### src/rtl/icache_l1.sv
// rtl/icache_l1.sv - direct-mapped read-only L1 instruction cache refilled page-wise from L2
// Defining ICACHE_STATS_EN adds hit_count/miss_count outputs.
module icache_l1 #(
  parameter int PAGE_BYTES = 32,
  parameter int ADDR_WIDTH = 32,
  parameter int BYTES      = 512
) (
  input  logic                  clk,
  input  logic                  rst,
  input  logic [ADDR_WIDTH-1:0] addr,
  output logic                  ready,
  output logic                  busy,
  output logic [15:0]           out,
  input  logic                  l2_busy,
  input  logic                  l2_ready,
  input  logic [15:0]           l2_data,
  output logic                  l2_start,
  input  logic                  l2_launch,
  output logic [ADDR_WIDTH-1:0] l2_page
`ifdef ICACHE_STATS_EN
  ,
  output logic [31:0]           hit_count,
  output logic [31:0]           miss_count
`endif
);
  localparam int OFF   = $clog2(PAGE_BYTES);
  localparam int LINES = BYTES / PAGE_BYTES;
  localparam int IDX   = $clog2(LINES);
  localparam int WORDS = PAGE_BYTES / 2;
  localparam int WB    = OFF - 1;
  localparam int TAGW  = ADDR_WIDTH - OFF - IDX;
  localparam logic [WB-1:0] LAST_BEAT = WB'(WORDS - 1);

  typedef enum logic [1:0] {IDLE, REQ, FILL} state_t;

  state_t                state_q, state_d;
  logic [LINES-1:0]      valid_q;
  logic [TAGW-1:0]       tag_q  [LINES];
  logic [15:0]           data_q [LINES][WORDS];
  logic [IDX-1:0]        fill_idx_q;
  logic [WB-1:0]         beat_q;
  logic [ADDR_WIDTH-1:0] page_q;

  logic [WB-1:0]   word;
  logic [IDX-1:0]  index;
  logic [TAGW-1:0] tag;
  logic            hit, miss_latch, launch, beat_wr, last_beat;
  logic            unused_addr_bit;

  assign word            = addr[OFF-1:1];
  assign index           = addr[OFF+IDX-1:OFF];
  assign tag             = addr[ADDR_WIDTH-1:OFF+IDX];
  assign unused_addr_bit = addr[0];
  assign hit             = valid_q[index] && (tag_q[index] == tag);
  assign miss_latch      = (state_q == IDLE) && !hit && !rst;
  assign launch          = l2_start && l2_launch;
  assign beat_wr         = (state_q == FILL) && l2_ready && !rst;
  assign last_beat       = beat_wr && (beat_q == LAST_BEAT);

  always_ff @(posedge clk) begin
    if (rst) state_q <= IDLE;
    else     state_q <= state_d;
  end

  always_comb begin
    state_d = state_q;
    case (state_q)
      IDLE:    if (!hit) state_d = REQ;
      REQ:     if (launch) state_d = FILL;
      FILL:    if (last_beat) state_d = IDLE;
      default: state_d = IDLE;
    endcase
  end

  // Outputs are forced quiet while rst is high, whatever state the register holds.
  always_comb begin
    ready    = hit && !rst;
    busy     = (state_q != IDLE) && !rst;
    l2_start = (state_q == REQ) && !l2_busy && !rst;
    out      = data_q[index][word];
    l2_page  = page_q;
  end

  always_ff @(posedge clk) begin
    if (rst) begin
      valid_q    <= '0;
      beat_q     <= '0;
      page_q     <= '0;
      fill_idx_q <= '0;
    end else begin
      if (miss_latch) begin
        page_q         <= {addr[ADDR_WIDTH-1:OFF], {OFF{1'b0}}};
        fill_idx_q     <= index;
        valid_q[index] <= 1'b0;
      end
      if (launch)    beat_q <= '0;
      if (beat_wr)   beat_q <= beat_q + WB'(1);
      if (last_beat) valid_q[fill_idx_q] <= 1'b1;
    end
  end

  // Tag and data arrays carry no reset; the valid bits alone qualify them.
  always_ff @(posedge clk) begin
    if (beat_wr)   data_q[fill_idx_q][beat_q] <= l2_data;
    if (last_beat) tag_q[fill_idx_q] <= page_q[ADDR_WIDTH-1:OFF+IDX];
  end

`ifdef ICACHE_STATS_EN
  logic [31:0] hit_count_q, miss_count_q;

  always_ff @(posedge clk) begin
    if (rst) begin
      hit_count_q  <= '0;
      miss_count_q <= '0;
    end else begin
      if (ready)      hit_count_q  <= hit_count_q + 32'd1;
      if (miss_latch) miss_count_q <= miss_count_q + 32'd1;
    end
  end

  assign hit_count  = hit_count_q;
  assign miss_count = miss_count_q;
`endif
endmodule

### config.mk
export PLATFORM = sky130hd
export DESIGN_NAME = icache_l1
export DESIGN_NICKNAME = d
export VERILOG_FILES = /design/src/rtl/icache_l1.sv
export SDC_FILE = /design/constraint.sdc
export NUM_CORES = 2
export LEC_CHECK = 0
export BUFFER_PORTS_ARGS = -buffer_cell sky130_fd_sc_hd__buf_2
export CAP_MARGIN = 40
export CELL_PAD_IN_SITES_DETAIL_PLACEMENT = 1
export CELL_PAD_IN_SITES_GLOBAL_PLACEMENT = 1
export CORE_MARGIN = 10
export CORE_UTILIZATION = 35
export DETAILED_ROUTE_END_ITERATION = 8
export GPL_ROUTABILITY_DRIVEN = 0
export GPL_TIMING_DRIVEN = 0
export PLACE_DENSITY_LB_ADDON = 0.05
export SYNTH_ARGS = -nofsm -noshare
export SYNTH_HDL_FRONTEND = slang
export SYNTH_MEMORY_MAX_BITS = 65536
export SYNTH_SLANG_ARGS = --single-unit
### constraint.sdc
create_clock -name clk -period 7.6 [get_ports clk]
set_clock_uncertainty 0.05 [all_clocks]
set_input_delay 2.28 -clock clk [delete_from_list [all_inputs] [get_ports clk]]
set_output_delay 2.28 -clock clk [all_outputs]
set_load 0.01 [all_outputs]
# [Word-level counts from Yosys, hierarchy flattened]
# Memories as Yosys holds them, arrays and structs flattened.
# Cells that the tools add are included.
[word_totals] wordCells=72 out_inout_bits=51 n_memories=2 reg_bits=53 ram_bits=4464
[classes] add_sub_neg=1 n_mux=24 eq_ne=7 bitwise=5 n_reduce_logical=21 magnitude_cmp=7
[memory_table] name="data_q" words=16 word_bits=256 rd=1 rd_clocked_by_memory_dff=0 write_ports=1 line_no="39" text="logic [15:0] data_q [LINES][WORDS];"
[memory_table] name="tag_q" words=16 word_bits=23 rd=1 rd_clocked_by_memory_dff=0 write_ports=1 line_no="38" text="logic [TAGW-1:0] tag_q [LINES];"
[ops] op="256-bit two-way mux" n=1
[ops] op="16-bit two-way mux" n=6
[ops] op="16-bit binary-select mux with 4-bit select" n=1
[ops] op="16-bit demux with 4-bit select" n=1
[ops] op="23-bit equality test" n=1
[ops] op="16-bit AND" n=1
[ops] op="16-bit inverter" n=1
[ops] op="16-bit bitwise OR" n=1
[ops] op="1-bit logical AND" n=14
[ops] op="5-bit greater-or-equal comparator, second input constant" n=2
[ops] op="4-bit by 5-bit less-than comparator with 1-bit output, second input constant" n=2
[ops] op="4-bit inverter with 5-bit output" n=2
[ops] op="1-bit demux with 4-bit select" n=2
[ops] op="4-bit by 1-bit greater-or-equal comparator with 1-bit output, second input constant" n=2
[ops] op="4-bit two-way mux" n=2
[ops] op="1-bit two-way mux" n=6
[ops] op="2-bit two-way mux" n=3
[ops] op="2-bit inequality test, second input constant" n=3
[ops] op="2-bit case mux with 3 select lines" n=1
[ops] op="5-bit by 1-bit less-than comparator with 1-bit output, second input constant" n=1
[ops] op="4-bit by 1-bit adder with 4-bit output, second input constant" n=1
[ops] op="1-bit binary-select mux with 4-bit select" n=1
[ops] op="4-bit equality test, second input constant" n=1
[ops] op="2-bit nonzero test" n=2
[ops] op="other kinds (5)" n=7

# [Depth between registers and ports, before layout]
[depth] depth_word=10 depth_mapped=14 mapped_depth_nobuf=8

# [Worst setup path before layout]
# OpenSTA, ideal clock, no wires.
[synth_path] kind="input to output" start="input addr[5]" end="output out[2]" stages=11 slack_ns=-0.150 arrival_ns=5.420 required_time_ns=5.270 path_cell_list="buf_2 -> buf_4 -> buf_6 -> buf_2 -> buf_1 -> mux4_2 -> mux4_2 -> mux4_2 -> mux2_2 -> nand2_1 -> o21ai_0"
[synth_between] elab_chain_cells=4
[synth_lines] element="start, declared" line_no="10" text="input logic [ADDR_WIDTH-1:0] addr,"
[synth_lines] element="memory read 16 x 256 bit"
[synth_lines] element="16-bit binary-select mux with 4-bit select" line_no="80" text="out = data_q[index][word];"
[synth_lines] element="16-bit two-way mux (not written as such) (2 in a row)" line_no="80"
[synth_lines] element="end, declared" line_no="13" text="output logic [15:0] out,"
# No other way between the ends. The select of a mux whose other input is x is not followed.

# [Worst setup path in the final report]
[layout_path] start="input addr[5]" end="output out[0]"
# Same word-level chain as after synthesis.

==> results by group <==
Setup path
  • WP data arrival: around 6200 ps
  • Crit-path cells: buf_12, buf_12, buf_16, clkbuf_8, buf_16, clkbuf_16, buf_12, mux4_2, mux4_2, mux4_2, mux4_2, buf_2
  • CP endpoint kind: primary output
  • Worst r2r src: state_q[1]$_SDFFE_PP0P_
  • Crit Path Category: input pin to primary output
  • Worst-path maximum fanout: 8
  • Worst Setup Start Kind: input pin
  • Most frequent CP cell: mux4_2
  • Worst Path Required: between 5000 and 6000 ps
  • Critical Path Start: addr[5]
  • CP peak stage delay: 670 ps
  • CP max stage cell: mux4_2

STA
  • RSZ-0062 raised after global routing: true
  • Final Max Slew Viols: 0
  • Endpoints failing hold: 0
  • Max frequency: 0.118 GHz
  • Headroom to the max-slew limit: 23.4%
  • Setup TNS Final: -13900 ps
  • # setup viols final: 17
  • Tcrit/Tclk final: 112%
  • Worst-Margin Slew: around 1100 ps
  • Final WS setup: -892 ps
  • Final min period: 8490 ps

Placement
  • Port-buffer cells: 92
  • Placed cell count: approximately 14000
  • Placed standard-cell area: approximately 190000 sq um
  • Hpwl dp: 440 mm

Outcome
  • Failing checks: negative setup slack
  • Status: complete, but fails checks

CTS
  • Clock tree buffer depth: 4
  • Worst-Skew Late Latency: 1060 ps
  • Num CTS Buffers: 529
  • TritonCTS Sinks: 4513
  • CTS root buf: clkbuf_16
  • Clock-pin slew on the worst setup and hold paths: 50 ps
  • CTS tree: built
  • H-tree levels: 6
  • Hold-fix buffers, CTS: 0

Synth
  • Gate count of the mapped netlist: 7002
  • Post-Syn Area per Cell: 24.7 sq um
  • Netlist cell types: 66
  • Top post-synthesis cells by area: edfxtp_1 (77%), mux4_2 (18%), nor2_1 (0.60%)
  • Post-synth top flop: edfxtp_1
  • Seq cells post-synth: 4513
  • Synth top area share: 77.4%
  • Synth warn: 0
  • Area leader, netlist: edfxtp_1
  • Post-synth ARST share: 0%
  • EDFF count, synth: 4464
  • Mapped Area: 173000 sq um
  • Seq/Total Area, Yosys: 78.0%

Floorplan
  • Die Width: between 700 and 800 um
  • Initial Utilization: 35.1%
  • I/O Pins: 104
  • Core area: 493000 sq um
  • DIE HEIGHT: 723 um
  • Die ar.: 523000 sq um
  • FP Rows: 258

Drt
  • Final wirelength: 616 mm
  • DRT iter0 DRCs: about 10000
  • First-pass DRT Iterations: 6
  • WL per Instance: about 40 um
  • Post-route antenna net violation count: 0
  • Via count: 84300
  • DRC violations left: 0
  • DR vias/cell: approximately 5.6

Global routing
  • Vias in the first global route: ~88000
  • Grt ovf: 0
  • Global-route wire length before repair: 817 mm
  • Global-route usage over all layers: 23.2%
  • Largest net degree at the start of global routing: 149
  • Initial antenna violation count: 91

Worst hold path
  • Hold_sp: valid_q[13]$_SDFF_PP0_
  • Worst hold path class: flip-flop to flip-flop

Pwr
  • PwrDens: ~260 nW/um^2
  • P_leak: between 0.06 and 0.07 uW
  • Peak supply drop: 267 uV
  • PnR Total Power: 55400 uW

Final layout
  • Fraction of layout cells with a size suffix above 1: ~40%
  • Fin nets: 8195
  • Cell Count, Final, Fillers Out: about 15000
  • Design area: 211000 sq um
  • Fill count: about 44000
  • Layout area overhead: 21.7%

Flow run
  • Max_cap viols: 0
## cells in the final DEF (no fill, tap or decap), types with 46 or more instances in the layout
cell type	synthesis	final
clkinv_2	0	72
clkbuf_16	0	563
buf_6	10	105
buf_16	0	127
clkinv_1	1	121
clkbuf_1	127	170
clkbuf_2	0	46
buf_12	3	121
buf_8	1	287
nor2_2	0	231
buf_4	13	135
nand2_1	55	48
mux2i_1	91	86
mux4_2	1422	1422
edfxtp_1	4464	4464
buf_2	180	77
dfxtp_1	49	49
## flip-flops by register name (all words and copies together) (netlist names)
name and count:
valid_q 16, beat_q 4, l2_page 24, tag_q 368
data_q 4096, fill_idx_q 3, state_q 2
## area by class of cell
| type | count | area [sq um] | share of cell area, % |
|---|---|---|---|
| Inverter | 15 | 56.3 | 0.0267 |
| Antenna cell | 33 | 82.6 | 0.0392 |
| Clock buffer | 677 | 14100 | 6.70 |
| Buffer | 382 | 4590 | 2.18 |
| Tap cell | 6500 | 8130 | 3.86 |
| Multi-Input combinational cell | 2093 | 37200 | 17.7 |
| Clock inverter | 265 | 2190 | 1.04 |
| Sequential cell | 4513 | 135000 | 64.0 |
| Timing Repair Buffer | 604 | 9400 | 4.46 |
## worst paths after layout
path | endpoint | slack, ps | depth (start not counted)
hold reg to reg | valid_q[13]$_SDFF_PP0_ | 460 | 2
hold / removal | valid_q[13]$_SDFF_PP0_ | 460 | 2
setup reg to reg | data_q[2][10]$_DFFE_PP_ | 2480 | 10
setup / recovery | out[0] | -890 | 12
## critical path, delay by kind of cell
kind,cells,cell delay (ps)
multiplexers,4,2320
buffers and inverters,8,1360
## through the flow
step	util, %	worst slack (ps)	hold WS (ps)
2_1_floorplan	-	0.201	423
6_report	42.7	-892	463
5_1_grt	42.7	-853	507
4_1_cts	42.5	-929	458
3_5_place_dp	38.6	-3460	445
3_3_place_gp	36.9	-5520	441
## synthesized netlist by cell type, drive strengths merged (3+ instances only)
library cell and n:
a21oi 11, a221oi 3, a22o 9, a22oi 21
a31oi 9, and2 7, buf 258, clkbuf 127
dfxtp 49, edfxtp 4464, ha 4, inv 14
mux2 23, mux2i 91, mux4 1431, nand2 55
nand2b 3, nand3 14, nor2 278, nor2b 27
nor3 4, o21ai 22, o22ai 7, o311a 8
o31ai 3, or2 9, or3 3, xnor2 12
xor2 4
## routing by layer
layer  part of all wire, %  track usage [%]
met1                    42             31.8
met3                   5.7             3.43
met4                   3.3             6.70
met5                 0.016                0
met2                    49             38.5
## power by group
part	internal (uW)	switching, uW
logic	1360	2300
clock network	13900	10400
registers	27400	72.9
## logic make-up after synthesis
| family | count (synthesis) | synth area share [%] |
|---|---|---|
| compound gates | 114 | 0.484 |
| xor+xnor | 16 | 0.0809 |
| fa+ha+maj | 4 | 0.0289 |
| buf+inv | 400 | 1.10 |
| flops | 4513 | 78.0 |
| mux | 1545 | 19.3 |
| other cells | 1 | 0.00217 |
| simple gates | 409 | 0.992 |
## repair_timing
| action | 4_1_cts | 5_1_grt |
|---|---|---|
| pin swaps | 0 | 7 |
| gates cloned | 7 | 9 |
| setup endpoints to repair | 17 | 17 |
| setup buffers | 49 | 43 |
| resized for setup | 630 | 107 |
No activity file was read; power rests on OpenSTA's default activity.
